## config.mk

```make
export PLATFORM = sky130hd
export DESIGN_NAME = cc_bus_microsequencer
export DESIGN_NICKNAME = d
export VERILOG_FILES = /design/src/rtl/cc_bus_microsequencer.sv
export SDC_FILE = /design/constraint.sdc
export NUM_CORES = 1
export LEC_CHECK = 0
export CAP_MARGIN = 20
export CORE_MARGIN = 2
export CORE_UTILIZATION = 37
export CTS_CLUSTER_SIZE = 10
export DETAILED_ROUTE_END_ITERATION = 6
export PLACE_DENSITY = 0.76
export SLEW_MARGIN = 15
export SYNTH_ARGS = -nofsm -noshare
export SYNTH_HDL_FRONTEND = slang
export SYNTH_SLANG_ARGS = --single-unit
```

## constraint.sdc

```tcl
create_clock -name CC_MICROSEQ_CLOCK_50 -period 2.1 [get_ports CC_MICROSEQ_CLOCK_50]
set_input_delay 0.63 -clock CC_MICROSEQ_CLOCK_50 [delete_from_list [all_inputs] [get_ports CC_MICROSEQ_CLOCK_50]]
set_output_delay 0.63 -clock CC_MICROSEQ_CLOCK_50 [all_outputs]
set_load 0.1 [all_outputs]
```

## src/rtl/cc_bus_microsequencer.sv

```systemverilog
// Per-instruction read-A / read-B / execute / write-back sequencer feeding the
// register/control bus selector mux, with a start/busy/done handshake.
module cc_bus_microsequencer #(
    parameter int DATAWIDTH_MUX_SELECTION_REG     = 5,
    parameter int DATAWIDTH_MUX_SELECTION_CONTROL = 6,
    parameter int DATAWIDTH_OPCODE                = 4,
    parameter int NUM_REGS                        = 12,
    parameter int EXEC_WAIT_CYCLES                = 2
) (
    input  logic                                       CC_MICROSEQ_CLOCK_50,
    input  logic                                       CC_MICROSEQ_RESET_InHigh,
    input  logic                                       CC_MICROSEQ_start_In,
    input  logic [DATAWIDTH_MUX_SELECTION_REG-1:0]     CC_MICROSEQ_rs1_InBUS,
    input  logic [DATAWIDTH_MUX_SELECTION_REG-1:0]     CC_MICROSEQ_rs2_InBUS,
    input  logic [DATAWIDTH_MUX_SELECTION_REG-1:0]     CC_MICROSEQ_rd_InBUS,
    input  logic [DATAWIDTH_OPCODE-1:0]                CC_MICROSEQ_opcode_InBUS,
    output logic [DATAWIDTH_MUX_SELECTION_REG-1:0]     CC_MICROSEQ_registro_OutBUS,
    output logic [DATAWIDTH_MUX_SELECTION_CONTROL-1:0] CC_MICROSEQ_control_OutBUS,
    output logic                                       CC_MICROSEQ_selector_Out,
    output logic                                       CC_MICROSEQ_latchA_Out,
    output logic                                       CC_MICROSEQ_latchB_Out,
    output logic                                       CC_MICROSEQ_aluGo_Out,
    output logic                                       CC_MICROSEQ_writeEnable_Out,
    output logic                                       CC_MICROSEQ_busy_Out,
    output logic                                       CC_MICROSEQ_done_Out,
    output logic                                       CC_MICROSEQ_error_Out
);

    localparam int RegW = DATAWIDTH_MUX_SELECTION_REG;
    localparam int CtlW = DATAWIDTH_MUX_SELECTION_CONTROL;
    localparam int OpW  = DATAWIDTH_OPCODE;
    // A zero-length execute phase still needs one cycle for the ALU launch.
    localparam int WaitCycles = (EXEC_WAIT_CYCLES < 1) ? 1 : EXEC_WAIT_CYCLES;
    localparam int CntW = (WaitCycles < 2) ? 1 : $clog2(WaitCycles);

    localparam logic [CntW-1:0] CntLoad = CntW'(WaitCycles - 1);
    localparam logic [RegW-1:0] NumRegs = RegW'(NUM_REGS);
    localparam logic [OpW-1:0]  OpMax   = OpW'(11);

    typedef enum logic [2:0] {
        IDLE, READ_A, READ_B, EXEC, WRITE, DONE
    } state_t;

    state_t          state;
    logic [RegW-1:0] rs1Q;
    logic [RegW-1:0] rs2Q;
    logic [RegW-1:0] rdQ;
    logic [OpW-1:0]  opQ;
    logic [CntW-1:0] waitCnt;
    logic            errQ;
    logic            illegal;

    assign illegal = (CC_MICROSEQ_rs1_InBUS >= NumRegs)
                   | (CC_MICROSEQ_rs2_InBUS >= NumRegs)
                   | (CC_MICROSEQ_rd_InBUS >= NumRegs)
                   | (CC_MICROSEQ_opcode_InBUS > OpMax);

    always_ff @(posedge CC_MICROSEQ_CLOCK_50) begin
        if (CC_MICROSEQ_RESET_InHigh) begin
            state   <= IDLE;
            rs1Q    <= '0;
            rs2Q    <= '0;
            rdQ     <= '0;
            opQ     <= '0;
            waitCnt <= '0;
            errQ    <= 1'b0;
        end else begin
            unique case (state)
                IDLE: begin
                    if (CC_MICROSEQ_start_In) begin
                        rs1Q  <= CC_MICROSEQ_rs1_InBUS;
                        rs2Q  <= CC_MICROSEQ_rs2_InBUS;
                        rdQ   <= CC_MICROSEQ_rd_InBUS;
                        opQ   <= CC_MICROSEQ_opcode_InBUS;
                        errQ  <= illegal;
                        state <= illegal ? DONE : READ_A;
                    end
                end
                READ_A: state <= READ_B;
                READ_B: begin
                    waitCnt <= CntLoad;
                    state   <= EXEC;
                end
                EXEC: begin
                    if (waitCnt == '0) state <= WRITE;
                    else waitCnt <= waitCnt - CntW'(1);
                end
                WRITE: state <= DONE;
                DONE:  state <= IDLE;
                default: state <= IDLE;
            endcase
        end
    end

    always_comb begin
        CC_MICROSEQ_registro_OutBUS = '0;
        CC_MICROSEQ_control_OutBUS  = '0;
        CC_MICROSEQ_selector_Out    = 1'b0;
        CC_MICROSEQ_latchA_Out      = 1'b0;
        CC_MICROSEQ_latchB_Out      = 1'b0;
        CC_MICROSEQ_aluGo_Out       = 1'b0;
        CC_MICROSEQ_writeEnable_Out = 1'b0;
        CC_MICROSEQ_busy_Out        = (state != IDLE);
        CC_MICROSEQ_done_Out        = 1'b0;
        CC_MICROSEQ_error_Out       = 1'b0;
        unique case (state)
            READ_A: begin
                CC_MICROSEQ_selector_Out    = 1'b1;
                CC_MICROSEQ_registro_OutBUS = rs1Q;
                CC_MICROSEQ_latchA_Out      = 1'b1;
            end
            READ_B: begin
                CC_MICROSEQ_selector_Out    = 1'b1;
                CC_MICROSEQ_registro_OutBUS = rs2Q;
                CC_MICROSEQ_latchB_Out      = 1'b1;
            end
            EXEC: begin
                CC_MICROSEQ_control_OutBUS = CtlW'(opQ);
                CC_MICROSEQ_aluGo_Out      = (waitCnt == CntLoad);
            end
            WRITE: begin
                CC_MICROSEQ_selector_Out    = 1'b1;
                CC_MICROSEQ_registro_OutBUS = rdQ;
                CC_MICROSEQ_writeEnable_Out = (rdQ != '0);
            end
            DONE: begin
                CC_MICROSEQ_done_Out  = 1'b1;
                CC_MICROSEQ_error_Out = errQ;
            end
            default: ;
        endcase
    end

endmodule
```

# == Yosys cells after proc, flatten, opt, wreduce, memory -nomap -nowiden ==
# Cells that the tools add are included.
# totals
regBits,24
input_bits,22
output_inout_bits,19
word_cells,44
# classes
n_addsub,1
n_lt_le_gt_ge,4
n_eq_ne,7
muxes,15
bitwise,3
n_reduce_logical,7
# ops
cell,n
$ge A5 B4 Y1 const B,3
$pmux W3 S5,1
$pmux W5 S3,1
$mux W3,3
$mux W1,8
$eq A3 B2 Y1 const B,2
$eq A3 B3 Y1 const B,2
$reduce_bool A5 Y1,1
$gt A4 B4 Y1 const B,1
$mux W4,1
$ne A2 B2 Y1 const B,2
$reduce_and A2 Y1,2
$eq A3 B1 Y1 const B,1
$logic_not A3 Y1,1
$or A1 B1 Y1,3
$reduce_bool A3 Y1,1
$reduce_or A3 Y1,1
$pmux W1 S2,1
$reduce_bool A2 Y1,1
$sub A1 B1 Y1 const B,1

# == Longest topological paths before layout ==
# depth
ltp_word,7
mapped_depth,5

# == Least setup slack after synthesis ==
# OpenSTA, ideal clock, no wires.
# synth_timing
kind,reg2out
from,register state[1]
to,output CC_MICROSEQ_selector_Out
arrival_time_ns,3.006
path_slack_ns,-1.536
stages_incl_launch_ff,5
path_buffers,1
cell_sequence,dfxtp_1 buf_2 nor2b_1 nor2_1 o21ai_0
# synth_via
elab_chain_len,3
word_cells_on_any_way,5
# synth_rtl
element,line,text
from (decl),44,state_t state;
from (signal assigned),76,state <= illegal ? DONE : READ_A;
$eq A3 B3 Y1 (tied with other cells),106,unique case (state)
$reduce_or A3 Y1 (no line) *,--,
$mux W1 *,106,
to (decl),19,"output logic CC_MICROSEQ_selector_Out,"
# Every way passes the cells marked *; elsewhere a longest branch is shown, timed or not.

# == Final worst setup path ==
# layout_timing
from,register state[1]
to,output CC_MICROSEQ_registro_OutBUS[4]
# layout_via
elab_chain_len,2
word_cells_on_any_way,4
# layout_rtl
element,line,text
$eq A3 B3 Y1 (tied with other cells),106,
$pmux W5 S3 *,106,
to (decl),17,"output logic [DATAWIDTH_MUX_SELECTION_REG-1:0] CC_MICROSEQ_registro_OutBUS,"
# Marks and branches as above.

==> reports/qor.csv <==
stage;metric;value;unit
yosys;yosys_warnings;0;
detailed_routing;num_vias;1221;
finish;antenna_cells;0;
floorplan;rows;20;
global_route;overflow;0;
floorplan;boundaryPins;41;
yosys;syn-cell-area;1140;um2
global_route;grt_pass1_vias;1142;
power_and_ir_drop;p_leak;0.000765;uW
yosys;ys_top_cells_by_area;dfxtp_1 (42%), nand2_1 (13%), a21oi_1 (9.6%), and2_1 (3.8%), a22oi_1 (3.3%);
critical_path;crit_path_end_kind;primary output;
clock_network;root_buffer;clkbuf_4;
place;dp.final_hpwl;2.36;mm
detailed_routing;route.met3.wl;126;um
finish;drive_above_1_share;36.6;%
place;gp_congestion;0.817;
floorplan;start_util;38.0;%
yosys;yosys.area.top_type;dfxtp_1;
yosys;synthCells;148;
run_status;status;complete, but fails checks;
global_route;grt_pass1_wl;5.18;mm
sta;worst_slack;-68.1;ps
clock_network;htreeDepth;1;
clock_network;cts_buffers;3;
power_and_ir_drop;vdd.ir_drop.worst;0.000353;V
clock_network;cts_tree;yes;
floorplan;die_h;59.5;um
sta;timing.final.crit_share;103;%
detailed_routing;viasPerCell;5.38;
clock_network;ctsLongestPathBuffers;2;
detailed_routing;wl_met1;1.43;mm
yosys;synth.distinct_cells;32;
yosys;avgSynthCellArea;7.71;um2
finish;nNetsFinal;217;
sta;setup_viol;11;
critical_path;reg2reg_slack;570;ps
critical_path;cp-startpoint;state[1]$_SDFFE_PP0P_;
critical_path;cp_max_fo;6;
detailed_routing;drt-wirelength-per-cell;14.9;um
yosys;synth-seq-cells;24;
run_status;violations;setup timing;
detailed_routing;drt_wl_total;3.39;mm
yosys;ys_seq_area_share;42.1;%
detailed_routing;postRouteAntennaNets;0;
critical_path;worst_setup_path_start_kind;flip-flop;
critical_path;critical_path_arrival;1540;ps
floorplan;die_area;3540;um2
yosys;yosys-top-cells-count;nand2_1 (41), dfxtp_1 (24), a21oi_1 (22);
detailed_routing;drc;0;
sta;slew_viol_final;0;
yosys;synth-main-ff-cell;dfxtp_1;
finish;finish.instance_area;2070;um2
detailed_routing;drt-initial-drc-count;18;
run;max_cap_violations;0;
hold_path;min_path_type;flip-flop to flip-flop;
floorplan;coreArea;3000;um2
critical_path;cp_data_required_time;1470;ps
yosys;ys_async_sr_fraction;0;%
detailed_routing;dr_wl_met2;1.76;mm
global_route;grt_max_degree;21;
clock_network;clk_pin_slew;130;ps
yosys;yosysMostFrequentCell;nand2_1;
power_and_ir_drop;finalPower;1570;uW
clock_network;cts.sink_count;24;
critical_path;r2r-start;state[0]$_SDFFE_PP0P_;
global_route;grt_usage;19.7;%
hold_path;hold_start;opQ[0]$_SDFFE_PP0P_;
sta;rsz0062_at_grt;true;
sta;holdWs;471;ps
sta;min_period;2170;ps
detailed_routing;first_pass_iters;4;
clock_network;insertion_delay;330;ps
yosys;synth_edf_count;0;
sta;hold_viol_final;0;
sta;finClkSkew;2.96;ps
hold_path;whs_path_depth;2;
critical_path;criticalPathCategory;flip-flop to primary output;
detailed_routing;top_layer;met4;
hold_path;min_to;opQ[0]$_SDFFE_PP0P_;
critical_path;r2r_end;rs1Q[0]$_SDFFE_PP0P_;
place;placed_area;1880;um2
finish;utilization;68.8;%
sta;max_freq;0.461;GHz
yosys;synth_top_cell_area_share;42.1;%
finish;syn2layout_area_growth;81.1;%
global_route;antenna_found_initial;0;
critical_path;reg2reg_depth;5;
place;port_buffers;38;
floorplan;die_x;59.5;um
power_and_ir_drop;powerDensity;760;nW/um2
-- report_power, final --
group / leakage, uW / switching, uW / total (uW) / internal [uW]
sequential: 0.000198 / 43.9 / 543 / 499
combinational: 0.000539 / 409 / 684 / 275
clock: 0.0000279 / 151 / 344 / 193
total: 0.000765 / 604 / 1570 / 968
-- per-stage QoR --
| step | setup WS (ps) | cells | TNS (ps) |
|---|---|---|---|
| after floorplan | -301 | 149 | -651 |
| after global placement | 105 | 220 | 0 |
| after detailed placement | 61.3 | 220 | 0 |
| after CTS | -43.6 | 224 | -203 |
| after global routing | -114 | 227 | -1160 |
| final | -68.1 | 227 | -322 |
-- kinds of logic (layout without fill, tap and decap cells) --
family	after synthesis	in the layout	share of synthesized area [%]
flops	24	24	42.1
buf+inv	13	58	6.14
compound gates	40	40	22.2
simple gates	70	70	29.3
other cells	1	2	0.329
-- layer usage --
| metal | track usage, % | up-vias |
|---|---|---|
| met2 | 32.7 | 30 |
| li1 | - | 602 |
| met5 | 0 | - |
| met1 | 25.0 | 582 |
| met3 | 2.84 | 7 |
| met4 | 9.84 | 0 |
-- cell type report --
class | instances | area, um2
repair buffers | 54 | 682
clock buffers | 3 | 22.5
multi-input cells | 112 | 802
clock inverters | 1 | 30.0
well taps | 33 | 41.3
fillers | 227 | 936
flip-flops and latches | 24 | 489
-- layout by cell type (no fill, tap or decap), types with 2 or more instances in the layout --
cell type         n
dfxtp_4           2
conb_1            2
a21oi_1          20
nor4_1            2
nor3_1            2
nor2_1            5
clkbuf_4          3
clkdlybuf4s50_1  21
and2_2            6
a22oi_2           4
buf_6             3
dfxtp_1          21
buf_12           17
a21oi_4           2
nand2_1          39
nor2b_4           3
buf_4            13
o2bb2ai_4         4
nand2_2           2
-- what timing repair did --
item	in CTS	in global routing
setup buffers	0	3
resized for setup	18	10
pin swaps	2	5
hold buffers	0	0
endpoints found under the setup margin	16	17
gates cloned	0	0
-- worst max-delay path by stage --
stage                                     endpoint  depth (start not counted)
floorplan                   CC_MICROSEQ_latchB_Out                          2
global placement               rdQ[4]$_SDFFE_PP0P_                          5
detailed placement  CC_MICROSEQ_registro_OutBUS[1]                          5
CTS                 CC_MICROSEQ_registro_OutBUS[0]                          5
global route        CC_MICROSEQ_registro_OutBUS[2]                          5
finish              CC_MICROSEQ_registro_OutBUS[4]                          5
-- sequential cells by signal, indices dropped and copies added, names as in the netlist --
name,count
rdQ,5
rs1Q,5
rs2Q,5
opQ,4
state,3
errQ,1
waitCnt,1
-- worst max-delay path, stage by stage (launching register included) --
cell and delay (ps):
dfxtp_4 390, nor2b_4 160, buf_6 120, a221oi_4 310, a21oi_4 60, buf_12 170
Note: power is estimated with default switching activity, not from simulation.
